`src/rtl/uart_sr_output.sv`:
```
// uart_sr_output
// Parallel-to-stream character serializer for the UART transmit path.
// A packed buffer of up to CHARACTER_COUNT characters is captured in a single
// load handshake and then presented to the UART transmitter one character at
// a time over a valid/ready interface. Character 0 sits in the top DATA_WIDTH
// bits of load_data and goes out first. A one-cycle done pulse follows the
// last accepted character.
//
// Ports:
//   clk         system clock, rising edge
//   reset       asynchronous, active-high reset
//   ena         global enable; low freezes all state and blocks both handshakes
//   load_data   packed character buffer (character 0 in the top bits)
//   load_count  number of characters to send (clamped to CHARACTER_COUNT)
//   load_valid  load request
//   load_ready  block can accept a load
//   tx_data     character to the UART transmitter
//   tx_valid    tx_data is valid
//   tx_ready    UART transmitter accepts tx_data
//   busy        transfer in progress (SEND or DONE)
//   done        one-cycle pulse after the last character is accepted
module uart_sr_output #(
    parameter int DATA_WIDTH      = 8,
    parameter int CHARACTER_COUNT = 10,
    parameter int CNT_W           = $clog2(CHARACTER_COUNT + 1)
) (
    input  logic                                  clk,
    input  logic                                  reset,
    input  logic                                  ena,
    input  logic [DATA_WIDTH*CHARACTER_COUNT-1:0] load_data,
    input  logic [CNT_W-1:0]                      load_count,
    input  logic                                  load_valid,
    output logic                                  load_ready,
    output logic [DATA_WIDTH-1:0]                 tx_data,
    output logic                                  tx_valid,
    input  logic                                  tx_ready,
    output logic                                  busy,
    output logic                                  done
);

    localparam int               BUF_W     = DATA_WIDTH * CHARACTER_COUNT;
    localparam logic [CNT_W-1:0] MAX_COUNT = CNT_W'(CHARACTER_COUNT);
    localparam logic [CNT_W-1:0] ONE       = CNT_W'(1);

    typedef enum logic [1:0] {
        IDLE = 2'd0,
        SEND = 2'd1,
        DONE = 2'd2
    } state_t;

    state_t           state;
    state_t           state_next;
    logic [BUF_W-1:0] buffer;
    logic [CNT_W-1:0] remaining;
    logic [CNT_W-1:0] eff_count;
    logic             load_fire;
    logic             tx_fire;

    // Oversized counts are clamped so no more than the buffer holds is sent.
    always_comb begin
        eff_count = load_count;
        if (load_count > MAX_COUNT) begin
            eff_count = MAX_COUNT;
        end
    end

    // ------------------------------------------------------------------
    // State register
    // ------------------------------------------------------------------
    always_ff @(posedge clk or posedge reset) begin
        if (reset) begin
            state <= IDLE;
        end else if (ena) begin
            state <= state_next;
        end
    end

    // ------------------------------------------------------------------
    // Next-state and outputs. Handshake outputs are gated by ena so that
    // nothing can complete while the block is frozen.
    // ------------------------------------------------------------------
    always_comb begin
        state_next = state;
        load_ready = 1'b0;
        tx_valid   = 1'b0;
        done       = 1'b0;
        case (state)
            IDLE: begin
                load_ready = ena;
                if (load_valid && ena) begin
                    state_next = (eff_count == '0) ? DONE : SEND;
                end
            end
            SEND: begin
                tx_valid = ena;
                // remaining <= 1 also covers a stray zero so SEND cannot stall.
                if (ena && tx_ready && (remaining <= ONE)) begin
                    state_next = DONE;
                end
            end
            DONE: begin
                // State holds while ena is low, so gating keeps the pulse to
                // exactly one enabled cycle.
                done = ena;
                if (ena) begin
                    state_next = IDLE;
                end
            end
            default: begin
                state_next = IDLE;
            end
        endcase
    end

    assign load_fire = load_valid && load_ready;
    assign tx_fire   = tx_valid && tx_ready;
    assign busy      = (state != IDLE);
    assign tx_data   = buffer[BUF_W-1 -: DATA_WIDTH];

    // ------------------------------------------------------------------
    // Character buffer and remaining-count datapath
    // ------------------------------------------------------------------
    always_ff @(posedge clk or posedge reset) begin
        if (reset) begin
            buffer    <= '0;
            remaining <= '0;
        end else if (ena) begin
            if (load_fire) begin
                buffer    <= load_data;
                remaining <= eff_count;
            end else if (tx_fire) begin
                buffer <= {buffer[BUF_W-DATA_WIDTH-1:0], DATA_WIDTH'(0)};
                if (remaining != '0) begin
                    remaining <= remaining - ONE;
                end
            end
        end
    end

endmodule

```
`config.mk`:
```
export PLATFORM = sky130hd
export DESIGN_NAME = uart_sr_output
export DESIGN_NICKNAME = d
export VERILOG_FILES = /design/src/rtl/uart_sr_output.sv
export SDC_FILE = /design/constraint.sdc
export NUM_CORES = 1
export LEC_CHECK = 0
export CAP_MARGIN = 20
export CORE_UTILIZATION = 49
export DETAILED_ROUTE_END_ITERATION = 10
export PLACE_DENSITY = 0.88
export SYNTH_ARGS = -nofsm -noshare
export SYNTH_HDL_FRONTEND = slang
export SYNTH_SLANG_ARGS = --single-unit
```
`constraint.sdc`:
```
create_clock -name clk -period 3.8 [get_ports clk]
set_input_delay 1.14 -clock clk [delete_from_list [all_inputs] [get_ports clk]]
set_output_delay 1.14 -clock clk [all_outputs]
set_load 0.1 [all_outputs]
```
== Yosys cells after proc, flatten, opt, wreduce, memory -nomap -nowiden ==
Index checks and enable logic that the tools add are counted.

* Register bits: 86
* Bits of input ports: 89
* Logic and storage cells: 37

* Add/sub/neg operators: 1
* Magnitude comparators: 2
* Equality and inequality tests: 4
* Multiplexer cells: 13
* Reductions and logical operators: 14

{| class="wikitable"
|+ Operator list
! cell !! number
|-
| $mux W80 || 2
|-
| $mux W4 || 4
|-
| $mux W2 || 3
|-
| $reduce_and A3 Y1 || 2
|-
| $reduce_bool A2 Y1 || 3
|-
| $logic_and A1 B1 Y1 || 5
|-
| $gt A4 B4 Y1 const B || 1
|-
| $le A4 B1 Y1 const B || 1
|-
| $logic_not A4 Y1 || 1
|-
| $ne A2 B2 Y1 const B || 2
|-
| $pmux W2 S2 || 1
|-
| $reduce_bool A4 Y1 || 1
|-
| $sub A4 B1 Y4 const B || 1
|-
| $mux W1 || 3
|-
| $eq A2 B1 Y1 const B || 1
|-
| $eq A2 B2 Y1 const B || 1
|-
| $logic_not A2 Y1 || 1
|-
| $reduce_and A2 Y1 || 1
|}

== Logic depth before layout (Yosys ltp) ==
* Depth after elaboration: 6
* Gate-level depth with buffers: 6
* Mapped depth without buffers: 5

== Worst setup path before layout ==
OpenSTA, ideal clock, no wires.

* Kind: input-to-output
* Start: input port ena
* End: output port done
* Arrival: 2.437 ns
* Slack: 0.223 ns
* Cell stages on the path: 2
* Path buffers: 0
* Path through: nand2_1 nor2_1

* Word-level cells in the longest chain between the ends: 1

{| class="wikitable"
|+ RTL lines
! what !! RTL line !! text
|-
| start: declaration || 29 || <nowiki>input logic ena,</nowiki>
|-
| $mux W1 || 87 || <nowiki>case (state)</nowiki>
|-
| end: declaration || 38 || <nowiki>output logic done</nowiki>
|}

Every way passes these cells.

== Final worst setup path ==
* Start: input port ena
* End: output port load_ready

* Word-level cells in the longest chain between the ends: 1

{| class="wikitable"
|+ RTL lines
! what !! RTL line !! text
|-
| $mux W1 || 87 ||
|-
| end: declaration || 33 || <nowiki>output logic load_ready,</nowiki>
|}

Every way passes these cells.

==> results.txt <==
----------------------------------------------------
[Global route]
  Total overflow reported by the global router ... 0
  Maximum number of pins on one net before global-route repair ... 157
  Gr busiest metal ... met2
  Vias in the first global route ... 3333
  Antenna violations before repair ... 0
  Global-route wire length before repair ... 15600 um
  GRT Total Usage ... 23.0%
  Routing usage on met2 ... 37.4%
  Met3 GRT Util ... 3.74%
  Met1 usage ... 31.2%

[Min path]
  Hold Path Cell Cnt ... 2
  Startpoint of the tightest hold check path ... buffer[6]$_DFFE_PP0P_
  Class of the most critical hold timing path ... reg2reg
  Worst Hold Endpoint ... buffer[6]$_DFFE_PP0P_

[Power and ir drop]
  Cell area power density ... 733 mW/mm2
  Total leakage power ... 2.35 nW
  Maximum VDD drop ... 0.311 mV
  Total power ... 3.83 mW

[Critical path]
  Max FO, Critical Path ... 7
  Required time at the worst-slack endpoint ... 2.66 ns
  Critical path data arrival time ... 2.34 ns
  Slowest Stage Delay on Critical Path ... 0.56 ns
  Worst reg2reg path depth ... 5
  Reg-to-reg startpoint ... state[1]$_DFFE_PP0P_
  Cell with the biggest individual delay on the critical path ... sky130_fd_sc_hd__clkdlybuf4s50_1
  Reg-to-Reg End ... buffer[34]$_DFFE_PP0P_
  Setup slack of the most critical reg-to-reg path ... 1.91 ns
  Startpoint Class ... primary input
  Ordered cell list for the critical path ... clkdlybuf4s50_1, nor3b_2, buf_12
  Crit end category ... primary output
  Worst Setup Path Type ... in2out

[Timing]
  Hold violation count in the final report ... 0
  Final-report setup violation count ... 0
  Fraction of the cycle the final worst path needs ... 91.7%
  Post-route minimum period ... 3.48 ns
  Worst slew margin relative to its limit ... 60.3%
  Max Fclk ... 0.287 GHz
  RSZ-0062 raised after global routing ... false
  Sum of negative setup slack ... 0 ns
  Measured slew at the worst slew-check pin ... 0.596 ns
  Max-slew violation total from the final report ... 0
  Worst Skew ... 0.0112 ns

[Synthesis]
  Cells after synthesis ... 483
  Number of warnings issued by yosys ... 0
  Library cells used by synthesis ... 31
  Net count after synthesis ... 574
  Number of storage elements in the synthesis netlist ... 86
  Sequential element share of the synthesized area ... 53.0%
  Cell accounting for the most synthesized area ... sky130_fd_sc_hd__dfrtp_1
  Combined area of all synthesized cells ... 0.00406 mm2
  Syn Area/Cell ... 8.41 um2
  Fraction of post-synthesis cell area in the top cell type by area ... 53.0%
  Cell types occupying the most area after synthesis ... sky130_fd_sc_hd__dfrtp_1 (53%), sky130_fd_sc_hd__nand2_1 (15%), sky130_fd_sc_hd__a31oi_1 (11%)

[Placement]
  Total placed instance area ... 0.00502 mm2
  Total of buffers placed on input and output ports ... 100
  RD Place Congestion ... 0.801
  Final HPWL DP ... 6330 um

[CTS]
  Htree depth ... 3
  CTS buffer count ... 9
  Library cell used as clock root buffer ... sky130_fd_sc_hd__clkbuf_8
  CTS tree ... done
  Clock edge transition at the registers on the reported setup and hold paths ... 0.08 ns
  Setup fix buffers added after clock tree synthesis ... 0
  Worst skew pair latency ... 0.36 ns
  Maximum buffer depth of the clock tree ... 2
  # hold bufs at CTS ... 0
  Clock tree sinks ... 86
  Post-CTS sizing ... 0

[Drt]
  Number of nets still failing antenna checks after routing ... 0
  Routed wire length per instance ... 14.4 um
  Total wire length ... 9530 um
  Detail-routed via count per cell ... 5.39
  TritonRoute pass-1 iters ... 4
  Detailed-route via count ... 3567
  Count of routing violations after the opening detailed-route iteration ... 239
  DRC violation count after routing ... 0

[Final layout]
  Fraction of the core area covered by cells at the end of the flow ... 66.2%
  Most common cell after layout, fill and taps aside ... sky130_fd_sc_hd__nand2_1
  Filler cells ... 649
  Layout cells sized above 1 ... 6.61%
  Commonest cells after routing, fill and taps aside ... sky130_fd_sc_hd__nand2_1 (161), sky130_fd_sc_hd__clkdlybuf4s50_1 (88), sky130_fd_sc_hd__dfrtp_1 (86), sky130_fd_sc_hd__nor2_1 (76), sky130_fd_sc_hd__a31oi_1 (72)
  Finished layout cell area ... 0.00522 mm2
  Number of nets in the finished design ... 646
  Antenna diodes ... 0
  Synthesis-to-layout area growth ... 28.7%

[Floorplan]
  I/O pins ... 101
  Core Region ... 0.00789 mm2
  Die Y-Extent ... 93.0 um
  Overall die width ... 93.0 um
  Die outline area ... 0.00865 mm2
  Row count ... 32
  Initial Utilization ... 51.5%

[Status]
  Run status ... completed

[Job]
  Number of max-cap violations ... 0

----------------------------------------------------
-- cells by family after synthesis --
group,share of synthesized area [%]
muxes,0.524
adders and majority gates,0.616
xor gates and xnor gates,0.432
AOI/OAI and AO/OA,13.6
and+or+nand+nor,25.0
DFF,53.0
buffers and inverters,6.87
-- Yosys cell counts, drive strengths merged --
master,instances
mux2i,1
and2,2
xnor2,2
a21oi,4
inv,5
and3b,1
a211oi,1
nor2b,3
nand2,162
a21o,1
a31oi,72
nor2,76
a311oi,2
nor3b,1
o2bb2ai,1
ha,2
o21ai,3
or3,1
mux2,1
nand4b,1
dfrtp,86
o211a,1
nor4,1
nand3,9
buf,35
a22o,1
clkbuf,8
-- critical path, delay by kind of cell --
| kind | cells | cell delay, ns |
|---|---|---|
| buffers and inverters | 2 | 0.79 |
| AND/OR/NAND/NOR | 1 | 0.41 |
-- power breakdown --
part	internal (mW)	switching (mW)	leakage (nW)
Clock	0.309	0.340	0.0931
Combinational	0.559	0.974	1.23
Sequential	1.38	0.270	1.03
Total	2.24	1.58	2.35
-- stage by stage --
stage | hold WS [ns] | std cells | setup slack [ns]
after floorplan | 0.466 | 483 | 0.223
after global placement | 0.484 | 646 | 0.365
after detailed placement | 0.497 | 646 | 0.309
after CTS | 0.517 | 662 | 0.310
after global routing | 0.539 | 662 | 0.247
final | 0.517 | 662 | 0.317
-- per-layer routing --
| layer | share of wire [%] | up-vias |
|---|---|---|
| li1 | - | 1744 |
| met1 | 43 | 1682 |
| met2 | 50 | 126 |
| met3 | 5.4 | 15 |
| met4 | 1.6 | 0 |
| met5 | 0 | - |
-- cell type report --
| class | count | area (um2) | area share [%] |
|---|---|---|---|
| sequential | 86 | 2150 | 41.2 |
| multi-input combinational | 349 | 1640 | 31.3 |
| timing repair buffer | 104 | 1090 | 20.8 |
| clock buffer | 10 | 128 | 2.44 |
| tap | 102 | 128 | 2.44 |
| clock inverter | 6 | 71.3 | 1.37 |
| inverter | 5 | 20.0 | 0.383 |
-- worst max-delay path by stage --
stage | startpoint | end | slack (ns) | cells past startpoint
2_1_floorplan | ena | done | 0.22 | 2
3_3_place_gp | ena | load_ready | 0.36 | 3
3_5_place_dp | ena | load_ready | 0.31 | 3
4_1_cts | ena | load_ready | 0.31 | 3
5_1_grt | ena | load_ready | 0.25 | 3
6_report | ena | load_ready | 0.32 | 3
-- sequential cells by signal, summed over array words and instances, names as in the netlist --
name       cells
buffer        80
remaining      4
state          2
Note: power is estimated with default switching activity, not from simulation.
